$ cat config.mk
export PLATFORM = sky130hd
export DESIGN_NAME = mem_port_arbiter_flat
export DESIGN_NICKNAME = d
export VERILOG_FILES = /design/src/rtl/mem_port_arbiter_if.sv /design/src/rtl/mem_port_arbiter.sv /design/src/flat_wrapper.sv
export SDC_FILE = /design/constraint.sdc
export NUM_CORES = 1
export LEC_CHECK = 0
export BUFFER_PORTS_ARGS = -buffer_cell sky130_fd_sc_hd__buf_2
export CORE_UTILIZATION = 35
export DETAILED_ROUTE_END_ITERATION = 8
export GPL_ROUTABILITY_DRIVEN = 0
export HOLD_SLACK_MARGIN = 0.1
export PLACE_DENSITY = 0.67
export SYNTH_ARGS = -nofsm -noshare
export SYNTH_HDL_FRONTEND = slang
export SYNTH_SLANG_ARGS = --single-unit
export TNS_END_PERCENT = 50
$ cat constraint.sdc
create_clock -name CLK -period 2.7 [get_ports CLK]
set_input_delay 0.54 -clock CLK [delete_from_list [all_inputs] [get_ports CLK]]
set_output_delay 0.54 -clock CLK [all_outputs]
set_load 0.05 [all_outputs]
$ cat src/rtl/mem_port_arbiter_if.sv
// Signal bundle between the CPU (m0), the loader/DMA (m1), the port arbiter
// and the unified instruction/data memory.
interface mem_port_arbiter_if;
   logic        m0_req;
   logic        m1_req;
   logic        m0_we;
   logic        m1_we;
   logic [31:0] m0_addr;
   logic [31:0] m1_addr;
   logic [31:0] m0_wdata;
   logic [31:0] m1_wdata;
   logic        m0_gnt;
   logic        m1_gnt;
   logic        m0_done;
   logic        m1_done;
   logic [31:0] rdata;
   logic [31:0] mem_addr;
   logic [31:0] mem_wdata;
   logic        mem_rd;
   logic        mem_wr;
   logic [31:0] mem_rdata;

   // Arbiter side: serves the two requesters and drives the memory strobes.
   modport slave (
      input  m0_req, m1_req, m0_we, m1_we, m0_addr, m1_addr, m0_wdata, m1_wdata,
      input  mem_rdata,
      output m0_gnt, m1_gnt, m0_done, m1_done, rdata,
      output mem_addr, mem_wdata, mem_rd, mem_wr
   );

   // Requester/memory side.
   modport master (
      output m0_req, m1_req, m0_we, m1_we, m0_addr, m1_addr, m0_wdata, m1_wdata,
      output mem_rdata,
      input  m0_gnt, m1_gnt, m0_done, m1_done, rdata,
      input  mem_addr, mem_wdata, mem_rd, mem_wr
   );
endinterface

$ cat src/rtl/mem_port_arbiter.sv
// Two-master arbiter for a single memory port: IDLE -> ACCESS (MEM_LAT cycles) -> DONE.
// Define ARB_ROUND_ROBIN_EN for round-robin on contention; default is fixed priority to m0.
module mem_port_arbiter #(
   parameter int unsigned MEM_LAT = 1
) (
   input  logic             CLK,
   input  logic             RESET,
   mem_port_arbiter_if.slave bus
);

   typedef enum logic [1:0] {IDLE, ACCESS, DONE} state_t;

   localparam logic [3:0] CNT_LOAD = 4'(MEM_LAT - 1);

   state_t      state_q, state_d;
   logic [3:0]  cnt_q, cnt_d;
   logic        accept;
   logic        last_beat;
   logic        pick_m1;
   logic        owner_p0;      // 1 = m1 owns the port
   logic        we_p0;
   logic [31:0] addr_p0;
   logic [31:0] wdata_p0;
   logic [31:0] rdata_p1;

`ifdef ARB_ROUND_ROBIN_EN
   logic last_m1_q;

   always_ff @(posedge CLK or posedge RESET) begin
      if (RESET) begin
         last_m1_q <= 1'b1;
      end else if (state_q == DONE) begin
         last_m1_q <= owner_p0;
      end
   end

   // On contention the master that was not served last wins.
   assign pick_m1 = bus.m1_req & (~bus.m0_req | ~last_m1_q);
`else
   assign pick_m1 = bus.m1_req & ~bus.m0_req;
`endif

   always_comb begin
      state_d       = state_q;
      cnt_d         = cnt_q;
      accept        = 1'b0;
      last_beat     = 1'b0;
      bus.m0_gnt    = 1'b0;
      bus.m1_gnt    = 1'b0;
      bus.m0_done   = 1'b0;
      bus.m1_done   = 1'b0;
      bus.rdata     = '0;
      bus.mem_addr  = '0;
      bus.mem_wdata = '0;
      bus.mem_rd    = 1'b0;
      bus.mem_wr    = 1'b0;
      case (state_q)
         IDLE: begin
            if (bus.m0_req | bus.m1_req) begin
               accept  = 1'b1;
               cnt_d   = CNT_LOAD;
               state_d = ACCESS;
            end
         end
         ACCESS: begin
            bus.m0_gnt    = ~owner_p0;
            bus.m1_gnt    = owner_p0;
            bus.mem_addr  = addr_p0;
            bus.mem_wdata = wdata_p0;
            bus.mem_rd    = ~we_p0;
            bus.mem_wr    = we_p0;
            if (cnt_q == 4'd0) begin
               last_beat = 1'b1;
               state_d   = DONE;
            end else begin
               cnt_d = cnt_q - 4'd1;
            end
         end
         DONE: begin
            bus.m0_gnt  = ~owner_p0;
            bus.m1_gnt  = owner_p0;
            bus.m0_done = ~owner_p0;
            bus.m1_done = owner_p0;
            bus.rdata   = rdata_p1;
            state_d     = IDLE;
         end
         default: state_d = IDLE;
      endcase
   end

   // Control state and the read-data holding register.
   always_ff @(posedge CLK or posedge RESET) begin
      if (RESET) begin
         state_q  <= IDLE;
         cnt_q    <= '0;
         owner_p0 <= 1'b0;
         rdata_p1 <= '0;
      end else begin
         state_q <= state_d;
         cnt_q   <= cnt_d;
         if (accept) begin
            owner_p0 <= pick_m1;
         end
         if (last_beat && !we_p0) begin
            rdata_p1 <= bus.mem_rdata;
         end
      end
   end

   // Winner's request captured at acceptance; later input changes are ignored.
   always_ff @(posedge CLK) begin
      if (accept) begin
         we_p0    <= pick_m1 ? bus.m1_we    : bus.m0_we;
         addr_p0  <= pick_m1 ? bus.m1_addr  : bus.m0_addr;
         wdata_p0 <= pick_m1 ? bus.m1_wdata : bus.m0_wdata;
      end
   end

endmodule
$ cat src/flat_wrapper.sv
// flat-port wrapper written by rule: the top's interface ports become plain ports
module mem_port_arbiter_flat 
#(
   parameter int unsigned MEM_LAT = 1
)
  (CLK, RESET, bus_m0_req, bus_m1_req, bus_m0_we, bus_m1_we, bus_m0_addr, bus_m1_addr, bus_m0_wdata, bus_m1_wdata, bus_mem_rdata, bus_m0_gnt, bus_m1_gnt, bus_m0_done, bus_m1_done, bus_rdata, bus_mem_addr, bus_mem_wdata, bus_mem_rd, bus_mem_wr);
  mem_port_arbiter_if bus_i ();
  input  logic CLK;
  input  logic RESET;
  input wire logic [$bits(bus_i.m0_req)-1:0] bus_m0_req;
  input wire logic [$bits(bus_i.m1_req)-1:0] bus_m1_req;
  input wire logic [$bits(bus_i.m0_we)-1:0] bus_m0_we;
  input wire logic [$bits(bus_i.m1_we)-1:0] bus_m1_we;
  input wire logic [$bits(bus_i.m0_addr)-1:0] bus_m0_addr;
  input wire logic [$bits(bus_i.m1_addr)-1:0] bus_m1_addr;
  input wire logic [$bits(bus_i.m0_wdata)-1:0] bus_m0_wdata;
  input wire logic [$bits(bus_i.m1_wdata)-1:0] bus_m1_wdata;
  input wire logic [$bits(bus_i.mem_rdata)-1:0] bus_mem_rdata;
  output wire logic [$bits(bus_i.m0_gnt)-1:0] bus_m0_gnt;
  output wire logic [$bits(bus_i.m1_gnt)-1:0] bus_m1_gnt;
  output wire logic [$bits(bus_i.m0_done)-1:0] bus_m0_done;
  output wire logic [$bits(bus_i.m1_done)-1:0] bus_m1_done;
  output wire logic [$bits(bus_i.rdata)-1:0] bus_rdata;
  output wire logic [$bits(bus_i.mem_addr)-1:0] bus_mem_addr;
  output wire logic [$bits(bus_i.mem_wdata)-1:0] bus_mem_wdata;
  output wire logic [$bits(bus_i.mem_rd)-1:0] bus_mem_rd;
  output wire logic [$bits(bus_i.mem_wr)-1:0] bus_mem_wr;
  assign bus_i.m0_req = bus_m0_req;
  assign bus_i.m1_req = bus_m1_req;
  assign bus_i.m0_we = bus_m0_we;
  assign bus_i.m1_we = bus_m1_we;
  assign bus_i.m0_addr = bus_m0_addr;
  assign bus_i.m1_addr = bus_m1_addr;
  assign bus_i.m0_wdata = bus_m0_wdata;
  assign bus_i.m1_wdata = bus_m1_wdata;
  assign bus_i.mem_rdata = bus_mem_rdata;
  assign bus_m0_gnt = bus_i.m0_gnt;
  assign bus_m1_gnt = bus_i.m1_gnt;
  assign bus_m0_done = bus_i.m0_done;
  assign bus_m1_done = bus_i.m1_done;
  assign bus_rdata = bus_i.rdata;
  assign bus_mem_addr = bus_i.mem_addr;
  assign bus_mem_wdata = bus_i.mem_wdata;
  assign bus_mem_rd = bus_i.mem_rd;
  assign bus_mem_wr = bus_i.mem_wr;
  mem_port_arbiter #(.MEM_LAT(MEM_LAT)) u_core (.CLK(CLK), .RESET(RESET), .bus(bus_i));
endmodule
==> results.sh, run 1 <==
export IMPL_yosys_register_bits=104
export IMPL_initial_utilization_pct=35.80
export IMPL_cts_setup_buffers=0
export IMPL_floorplan_die_height_um=123.9
export IMPL_timing_max_transition_violations_final=0
export IMPL_instances_no_fill=818
export IMPL_post_cts_resize_count=0
export IMPL_run_status="finished clean"
export IMPL_m1_wire_length_mm=5.042
export IMPL_relative_contribution_of_the_clock_network_to_total_power_pct=16.5
export IMPL_grt_pass1_wl_mm=17.66
export IMPL_stdcell_area_um2=7023
export IMPL_met2RoutedLength_mm=5.835
export IMPL_required_ns=2.16
export IMPL_clk_insertion_delay_late_ns=0.35
export IMPL_post_route_period_util_pct=88.95
export IMPL_mappedNetlistArea_um2=5202
export IMPL_power_per_cell_area_nw_per_um2=1129
export IMPL_syn_num_nets=535
export IMPL_vdd_drop_max_v=0.0004928
export IMPL_worst_r2r_path_depth=6
export IMPL_post_dp_hpwl_mm=8.845
export IMPL_setup_violations_final=0
export IMPL_final_core_utilization_pct=48.32
export IMPL_layout_drive_gt1_share_pct=61.99
export IMPL_met3_wl_post_dr_um=958
export IMPL_setup_slack_after_layout_ns=0.2984
export IMPL_via_per_inst=4.575
export IMPL_worst_clock_skew_ns=0.009474
export IMPL_place_area_um2=6728
export IMPL_drt_pass1_iter_count=4
export IMPL_pwr_share_comb_pct=51.2
export IMPL_wirelength_mm=12.03
export IMPL_floorplan_io_pins=268
export IMPL_cp_data_arrival_time_ns=1.86
export IMPL_min_period_ns=2.402
export IMPL_worst_hold_slack_ns=0.3121
export IMPL_drt_antenna_violating_nets=0
export IMPL_power_leakage_nw=3.389
export IMPL_timing_critical_path_fanout_max=37
export IMPL_die_area_um2=15360
export IMPL_final_setup_tns_ns=0
export IMPL_maximum_number_of_pins_on_one_net_before_global_route_repair=40
export IMPL_vias=3742
export IMPL_cts_max_level=3
export IMPL_totalPowerFinal_mw=7.929
export IMPL_timing_critical_path_from_type="flop"
export IMPL_worst_setup_path_type="flop to output pin"
export IMPL_cap_viol_max_count=0
export IMPL_synth_seq_area_share_pct=56.28
export IMPL_drt_first_iter_violations=113
export IMPL_synth_edf_count=65
export IMPL_first_global_vias=3636
export IMPL_number_of_antenna_violations_at_the_first_check_in_global_routing=0
export IMPL_clockRootBuffer="sky130_fd_sc_hd__clkbuf_16"
export IMPL_numClockSinks=104
export IMPL_hold_viol=0
export IMPL_place_detailed_instances=802
export IMPL_max_stage_delay_ns=0.40
export IMPL_antenna_diode_count=0
export IMPL_sw_ratio_pct=45.13
export IMPL_overflow=0
export IMPL_timing_worst_slew_pin_value_ns=0.5237
export IMPL_reg2reg_to="u_core.rdata_p1[17]"
export IMPL_cts_made_buffers=9
export IMPL_sequential_group_share_of_total_power_pct=32.3
export IMPL_cpMaxStageDelayCell="sky130_fd_sc_hd__dfrtp_1"
export IMPL_path_cells="inv_1, ha_2, buf_4, and2_1, buf_2"
export IMPL_timing_hold_worst_class="input pin to asynchronous set/reset pin"
export IMPL_postCtsHoldBufs=0
export IMPL_cts_reportedPaths_clkPinSlew_ns=0.07
export IMPL_io_buffers=267
export IMPL_synth_cell_types=34
export IMPL_maxSlewHeadroom_pct=64.97
export IMPL_peak_freq_mhz=416.4
export IMPL_core_region_area_um2=14530
export IMPL_internal_power_mw=4.351
export IMPL_grt_setup_unrepaired="no"
export IMPL_fillers=1339
export IMPL_top_layer="met4"
export IMPL_clock_path_buffers=2
export IMPL_drc_errors=0
export IMPL_synthesis_instances=364
export IMPL_worst_setup_path_end_kind="output pin"
export IMPL_rr_startpoint="u_core.state_q[1]"
export IMPL_layout_area_overhead_vs_synth_pct=34.99
export IMPL_post_drt_wl_per_cell_um=14.70
export IMPL_synth_async_sr_flop_share_pct=37.50
export IMPL_synth_ff_type="sky130_fd_sc_hd__edfxtp_1"
export IMPL_gr_usage_all_layers_pct=15.28
export IMPL_total_switching_power_mw=3.578
export IMPL_ys_warn_count=0
export IMPL_setup_ws_pre_cts_ns=0.6334
export IMPL_rrSetupSlack_ns=0.70
export IMPL_tritoncts="built"
export IMPL_placementRows=44
export IMPL_dieWidth_um=123.9
export IMPL_num_nets_final=800
export IMPL_post_synth_cell_area_avg_um2=14.29
==> critical path, delay by kind of cell (launching register included) <==
kind	cells	cell delay [ns]
flip-flops	1	0.40
AND/OR/NAND/NOR	1	0.22
adder cells (fa/ha/maj)	1	0.21
buffers and inverters	3	0.67
==> worst max-delay path by stage <==
stage / to / depth (start not counted) / slack (ns) / from
after floorplan: u_core.addr_p0[0] / 3 / 0.01 / u_core.state_q[0]
after global placement: bus_mem_wdata[31] / 5 / 0.69 / u_core.state_q[1]
after detailed placement: bus_mem_wdata[31] / 5 / 0.63 / u_core.state_q[1]
after CTS: bus_mem_wdata[31] / 5 / 0.24 / u_core.state_q[1]
after global routing: bus_mem_wdata[31] / 5 / 0.15 / u_core.state_q[1]
final: bus_mem_wdata[31] / 5 / 0.30 / u_core.state_q[1]
==> cell families (layout without fill, tap and decap cells) <==
family	after synthesis	after routing	synth area share (%)
AOI/OAI and AO/OA	14	14	1.708
adders and majority gates	5	5	1.203
buffers and inverters	27	297	3.199
DFF	104	104	56.28
muxes	99	99	23.57
and+or+nand+nor	115	115	14.05
==> layer usage <==
| metal | track usage (%) | up-vias |
|---|---|---|
| li1 | - | 1809 |
| met1 | 18.51 | 1752 |
| met2 | 25.76 | 171 |
| met3 | 3.846 | 10 |
| met4 | 6.473 | 0 |
| met5 | 0 | - |
==> cells in the mapped netlist (2+ instances only) <==
library cell | n | area [um2]
sky130_fd_sc_hd__o22ai_1 | 2 | 12.51
sky130_fd_sc_hd__mux2_2 | 67 | 754.5
sky130_fd_sc_hd__inv_1 | 6 | 22.52
sky130_fd_sc_hd__nor2b_1 | 4 | 25.02
sky130_fd_sc_hd__mux2_4 | 30 | 450.4
sky130_fd_sc_hd__edfxtp_1 | 65 | 1952
sky130_fd_sc_hd__o21ai_0 | 2 | 10.01
sky130_fd_sc_hd__buf_6 | 8 | 90.09
sky130_fd_sc_hd__ha_1 | 5 | 62.56
sky130_fd_sc_hd__and2_1 | 99 | 619.3
sky130_fd_sc_hd__a21oi_1 | 5 | 25.02
sky130_fd_sc_hd__dfrtp_1 | 39 | 975.9
sky130_fd_sc_hd__clkbuf_1 | 11 | 41.29
==> layout by cell type, fill, tap and decap left out, drive strengths merged, types with 4 or more instances in the layout <==
cell type	Yosys	routed
inv	6	8
edfxtp	65	65
dfrtp	39	39
mux2	98	98
ha	5	5
a21oi	5	5
clkbuf	11	10
nor2b	4	4
buf	10	275
and2	99	99
==> power groups by stage <==
stage | Combinational (mW) | Sequential, mW | Clock (mW)
after CTS | 4.11 | 2.56 | 1.35
after detailed placement | 4.10 | 2.60 | 0
after floorplan | 3.18 | 2.53 | 0
final | 4.06 | 2.56 | 1.31
after global placement | 4.05 | 2.56 | 0
after global routing | 4.33 | 2.62 | 1.42
==> layout make-up <==
class | count | area [um2] | area share [%]
clock inverters | 6 | 66.31 | 0.9442
well taps | 184 | 230.2 | 3.278
flip-flops and latches | 104 | 2928 | 41.69
repair buffers | 275 | 1421 | 20.24
clock buffers | 10 | 229.0 | 3.260
inverters | 6 | 22.52 | 0.3207
multi-input cells | 233 | 2126 | 30.27
==> registers in the layout (all words and copies together) (netlist names) <==
register and count:
u_core.owner_p0 1, u_core.state_q 2, u_core.addr_p0 32, u_core.cnt_q 4, u_core.rdata_p1 32, u_core.we_p0 1
u_core.wdata_p0 32
Note: power is estimated with default switching activity, not from simulation.
==> run 2: changes to the inputs <==
--- a/config.mk
+++ b/config.mk
@@ -5,12 +5,13 @@
 export SDC_FILE = /design/constraint.sdc
 export NUM_CORES = 1
 export LEC_CHECK = 0
+export ABC_AREA = 1
 export BUFFER_PORTS_ARGS = -buffer_cell sky130_fd_sc_hd__buf_2
 export CORE_UTILIZATION = 35
 export DETAILED_ROUTE_END_ITERATION = 8
 export GPL_ROUTABILITY_DRIVEN = 0
 export HOLD_SLACK_MARGIN = 0.1
-export PLACE_DENSITY = 0.67
+export PLACE_DENSITY = 0.66
 export SYNTH_ARGS = -nofsm -noshare
 export SYNTH_HDL_FRONTEND = slang
 export SYNTH_SLANG_ARGS = --single-unit
==> run 2 against run 1 <==
Compared with the run above: routed wire length grew 3.6%; sequential power grew 2%; synthesized cell count grew 50%; maximum frequency grew 0.40%; sequential cell count is the same; cell count grew 25%; clock skew grew 0.0024 ns; design area grew 4.7%; setup slack gained 0.0095 ns; total power shrank 0.36%; critical path type unchanged.
==> results.sh, run 2 <==
export IMPL_run_status="finished clean"
export IMPL_peak_freq_mhz=418.0
export IMPL_layout_drive_gt1_share_pct=49.01
export IMPL_synth_commonest_cells="149 x sky130_fd_sc_hd__nand2_1, 142 x sky130_fd_sc_hd__inv_1, 65 x sky130_fd_sc_hd__edfxtp_1"
export IMPL_synthesis_instances=545
export IMPL_mappedNetlistArea_um2=5559
export IMPL_drc_errors=0
export IMPL_first_global_vias=4040
export IMPL_clockRootBuffer="sky130_fd_sc_hd__clkbuf_16"
export IMPL_drt_pass1_iter_count=4
export IMPL_initial_utilization_pct=36.17
export IMPL_vias=4255
export IMPL_synth_most_common_cell="sky130_fd_sc_hd__nand2_1"
export IMPL_max_stage_delay_ns=0.40
export IMPL_floorplan_die_height_um=128.0
export IMPL_grt_setup_unrepaired="no"
export IMPL_layout_area_overhead_vs_synth_pct=32.32
export IMPL_io_buffers=267
export IMPL_largest_regs="u_core.addr_p0: 32 flops, u_core.rdata_p1: 32 flops, u_core.wdata_p0: 32 flops"
export IMPL_post_route_period_util_pct=88.60
export IMPL_synth_xor_area_share_pct=0
export IMPL_drt_antenna_violating_nets=0
export IMPL_synth_simple_gate_area_share_pct=11.73
export IMPL_cp_data_arrival_time_ns=1.85
export IMPL_numClockSinks=104
export IMPL_cts_setup_buffers=0
export IMPL_instances_no_fill=1023
export IMPL_floorplan_io_pins=268
export IMPL_timing_worst_slew_pin_value_ns=0.7982
export IMPL_post_dp_hpwl_mm=9.551
export IMPL_syn_num_nets=716
export IMPL_cts_made_buffers=9
export IMPL_synth_compound_gate_area_share_pct=5.672
export IMPL_worst_setup_path_type="flop to output pin"
export IMPL_clock_path_buffers=2
export IMPL_drt_first_iter_violations=117
export IMPL_tritoncts="built"
export IMPL_setup_slack_after_layout_ns=0.3079
export IMPL_timing_max_transition_violations_final=0
export IMPL_required_ns=2.16
export IMPL_die_area_um2=16390
export IMPL_post_cts_resize_count=0
export IMPL_synth_edf_count=65
export IMPL_power_leakage_nw=4.463
export IMPL_overflow=0
export IMPL_worst_setup_path_end_kind="output pin"
export IMPL_number_of_antenna_violations_at_the_first_check_in_global_routing=0
export IMPL_gr_usage_all_layers_pct=15.53
export IMPL_place_detailed_instances=1007
export IMPL_path_cells="inv_1, ha_2, buf_4, nand2_1, inv_1, buf_2"
export IMPL_synth_cell_types=20
export IMPL_most_common_layout_cells="267 x sky130_fd_sc_hd__buf_2, 148 x sky130_fd_sc_hd__nand2_1, 141 x sky130_fd_sc_hd__inv_1"
export IMPL_cp_common_cell="sky130_fd_sc_hd__inv_1"
export IMPL_timing_critical_path_from_type="flop"
export IMPL_worst_clock_skew_ns=0.01188
export IMPL_ys_warn_count=0
export IMPL_via_per_inst=4.159
export IMPL_synth_top_cells_by_area="sky130_fd_sc_hd__edfxtp_1 35%, sky130_fd_sc_hd__dfrtp_1 18%, sky130_fd_sc_hd__mux2_4 11%, sky130_fd_sc_hd__nand2_1 10%, sky130_fd_sc_hd__inv_1 9.6%"
export IMPL_maximum_number_of_pins_on_one_net_before_global_route_repair=65
export IMPL_yosys_register_bits=104
export IMPL_combinational_family_with_the_most_area_after_synthesis="multiplexers"
export IMPL_num_nets_final=978
export IMPL_placementRows=45
export IMPL_setup_violations_final=0
export IMPL_post_synth_top_area_fraction_pct=35.11
export IMPL_synth_async_sr_flop_share_pct=37.50
export IMPL_post_drt_wl_per_cell_um=12.17
export IMPL_postCtsHoldBufs=0
export IMPL_cpMaxStageDelayCell="sky130_fd_sc_hd__dfrtp_1"
export IMPL_cts_reportedPaths_clkPinSlew_ns=0.07
export IMPL_antenna_diode_count=0
export IMPL_vdd_drop_max_v=0.0006146
export IMPL_yosysTopAreaCell="sky130_fd_sc_hd__edfxtp_1"
export IMPL_wirelength_mm=12.45
export IMPL_final_core_utilization_pct=47.86
export IMPL_clk_insertion_delay_late_ns=0.35
export IMPL_post_synth_cell_area_avg_um2=10.20
export IMPL_synth_seq_area_share_pct=52.67
export IMPL_place_area_um2=7076
export IMPL_timing_hold_worst_class="input pin to asynchronous set/reset pin"
export IMPL_power_per_cell_area_nw_per_um2=1074
export IMPL_dieWidth_um=128.0
export IMPL_min_period_ns=2.392
export IMPL_grt_pass1_wl_mm=19.49
export IMPL_setup_ws_pre_cts_ns=0.6333
export IMPL_synth_area_mux_share_pct=15.80
export IMPL_fraction_of_the_mapped_netlist_area_in_adder_cells_pct=1.125
export IMPL_synth_ff_type="sky130_fd_sc_hd__edfxtp_1"
export IMPL_hold_viol=0
export IMPL_stdcell_area_um2=7356
export IMPL_core_region_area_um2=15370
export IMPL_final_setup_tns_ns=0
export IMPL_timing_critical_path_fanout_max=36
export IMPL_cap_viol_max_count=0
export IMPL_maxSlewHeadroom_pct=46.79
export IMPL_cts_max_level=3
export IMPL_leading_cell_type_in_the_layout_fill_and_taps_excluded="sky130_fd_sc_hd__buf_2"
run 2: changes by cell type after synthesis, sizes merged, moves of 3 or more:
cell and change:
a21oi -5, and2 -99, buf +7, clkbuf -3, inv +137, mux2 -33
nand2 +147, nand3 +6, nor2 +5, nor2b -4, o21ai +37
run 2: layout make-up:
cell class | count | area (um2)
Tap cell | 211 | 264.0
Timing Repair Buffer | 276 | 1429
Clock buffer | 9 | 225.2
Multi-Input combinational cell | 273 | 1918
Sequential cell | 104 | 2928
Fill cell | 1490 | 8015
Clock inverter | 7 | 55.05
Inverter | 143 | 536.8
run 2: path summary, 6_finish.rpt:
kind                                     from             endpoint  slack [ns]  cells past startpoint
max                         u_core.state_q[1]     bus_mem_addr[28]        0.31                      6
min                                     RESET   u_core.rdata_p1[4]        0.31                      3
max reg2reg                 u_core.state_q[0]  u_core.wdata_p0[11]        0.81                      5
min reg2reg                u_core.rdata_p1[9]   u_core.rdata_p1[9]        0.48                      2
max in group asynchronous               RESET    u_core.state_q[0]        2.03                      3
min in group CLK            bus_mem_rdata[16]  u_core.rdata_p1[16]        0.43                      3
run 2: worst max-delay path: cells and delay by family (launching register included):
family / cells / cell delay, ns
adders and majority gates: 1 / 0.20
buffers and inverters: 4 / 0.76
DFF: 1 / 0.40
and+or+nand+nor: 1 / 0.14
run 2: logic make-up (layout without fill, tap and decap cells):
kind of cell | after synthesis | after routing
and+or+nand+nor | 164 | 164
AOI/OAI and AO/OA | 39 | 39
muxes | 65 | 65
DFF | 104 | 104
buffers and inverters | 168 | 435
adders and majority gates | 5 | 5
run 2: power by group:
part / internal [mW] / switching, mW
Combinational: 1.01 / 3.05
Clock: 0.634 / 0.607
Sequential: 2.36 / 0.235
Total: 4.01 / 3.89
run 2: metal layers:
layer  vias up  track usage (%)  routed length [um]
met5         -                0                   0
met4         0            5.675                 194
met3        12            3.047                 673
met2       164            28.10                6325
met1      1893            18.17                5258
li1       2186                -                   -
run 2: metrics by stage:
step | total power [mW] | hold WS [ns]
after global placement | 6.708 | 0.4629
after CTS | 8.030 | 0.3243
after detailed placement | 6.763 | 0.4668
final | 7.900 | 0.3147
after global routing | 8.404 | 0.3632
after floorplan | 5.802 | 0.4530
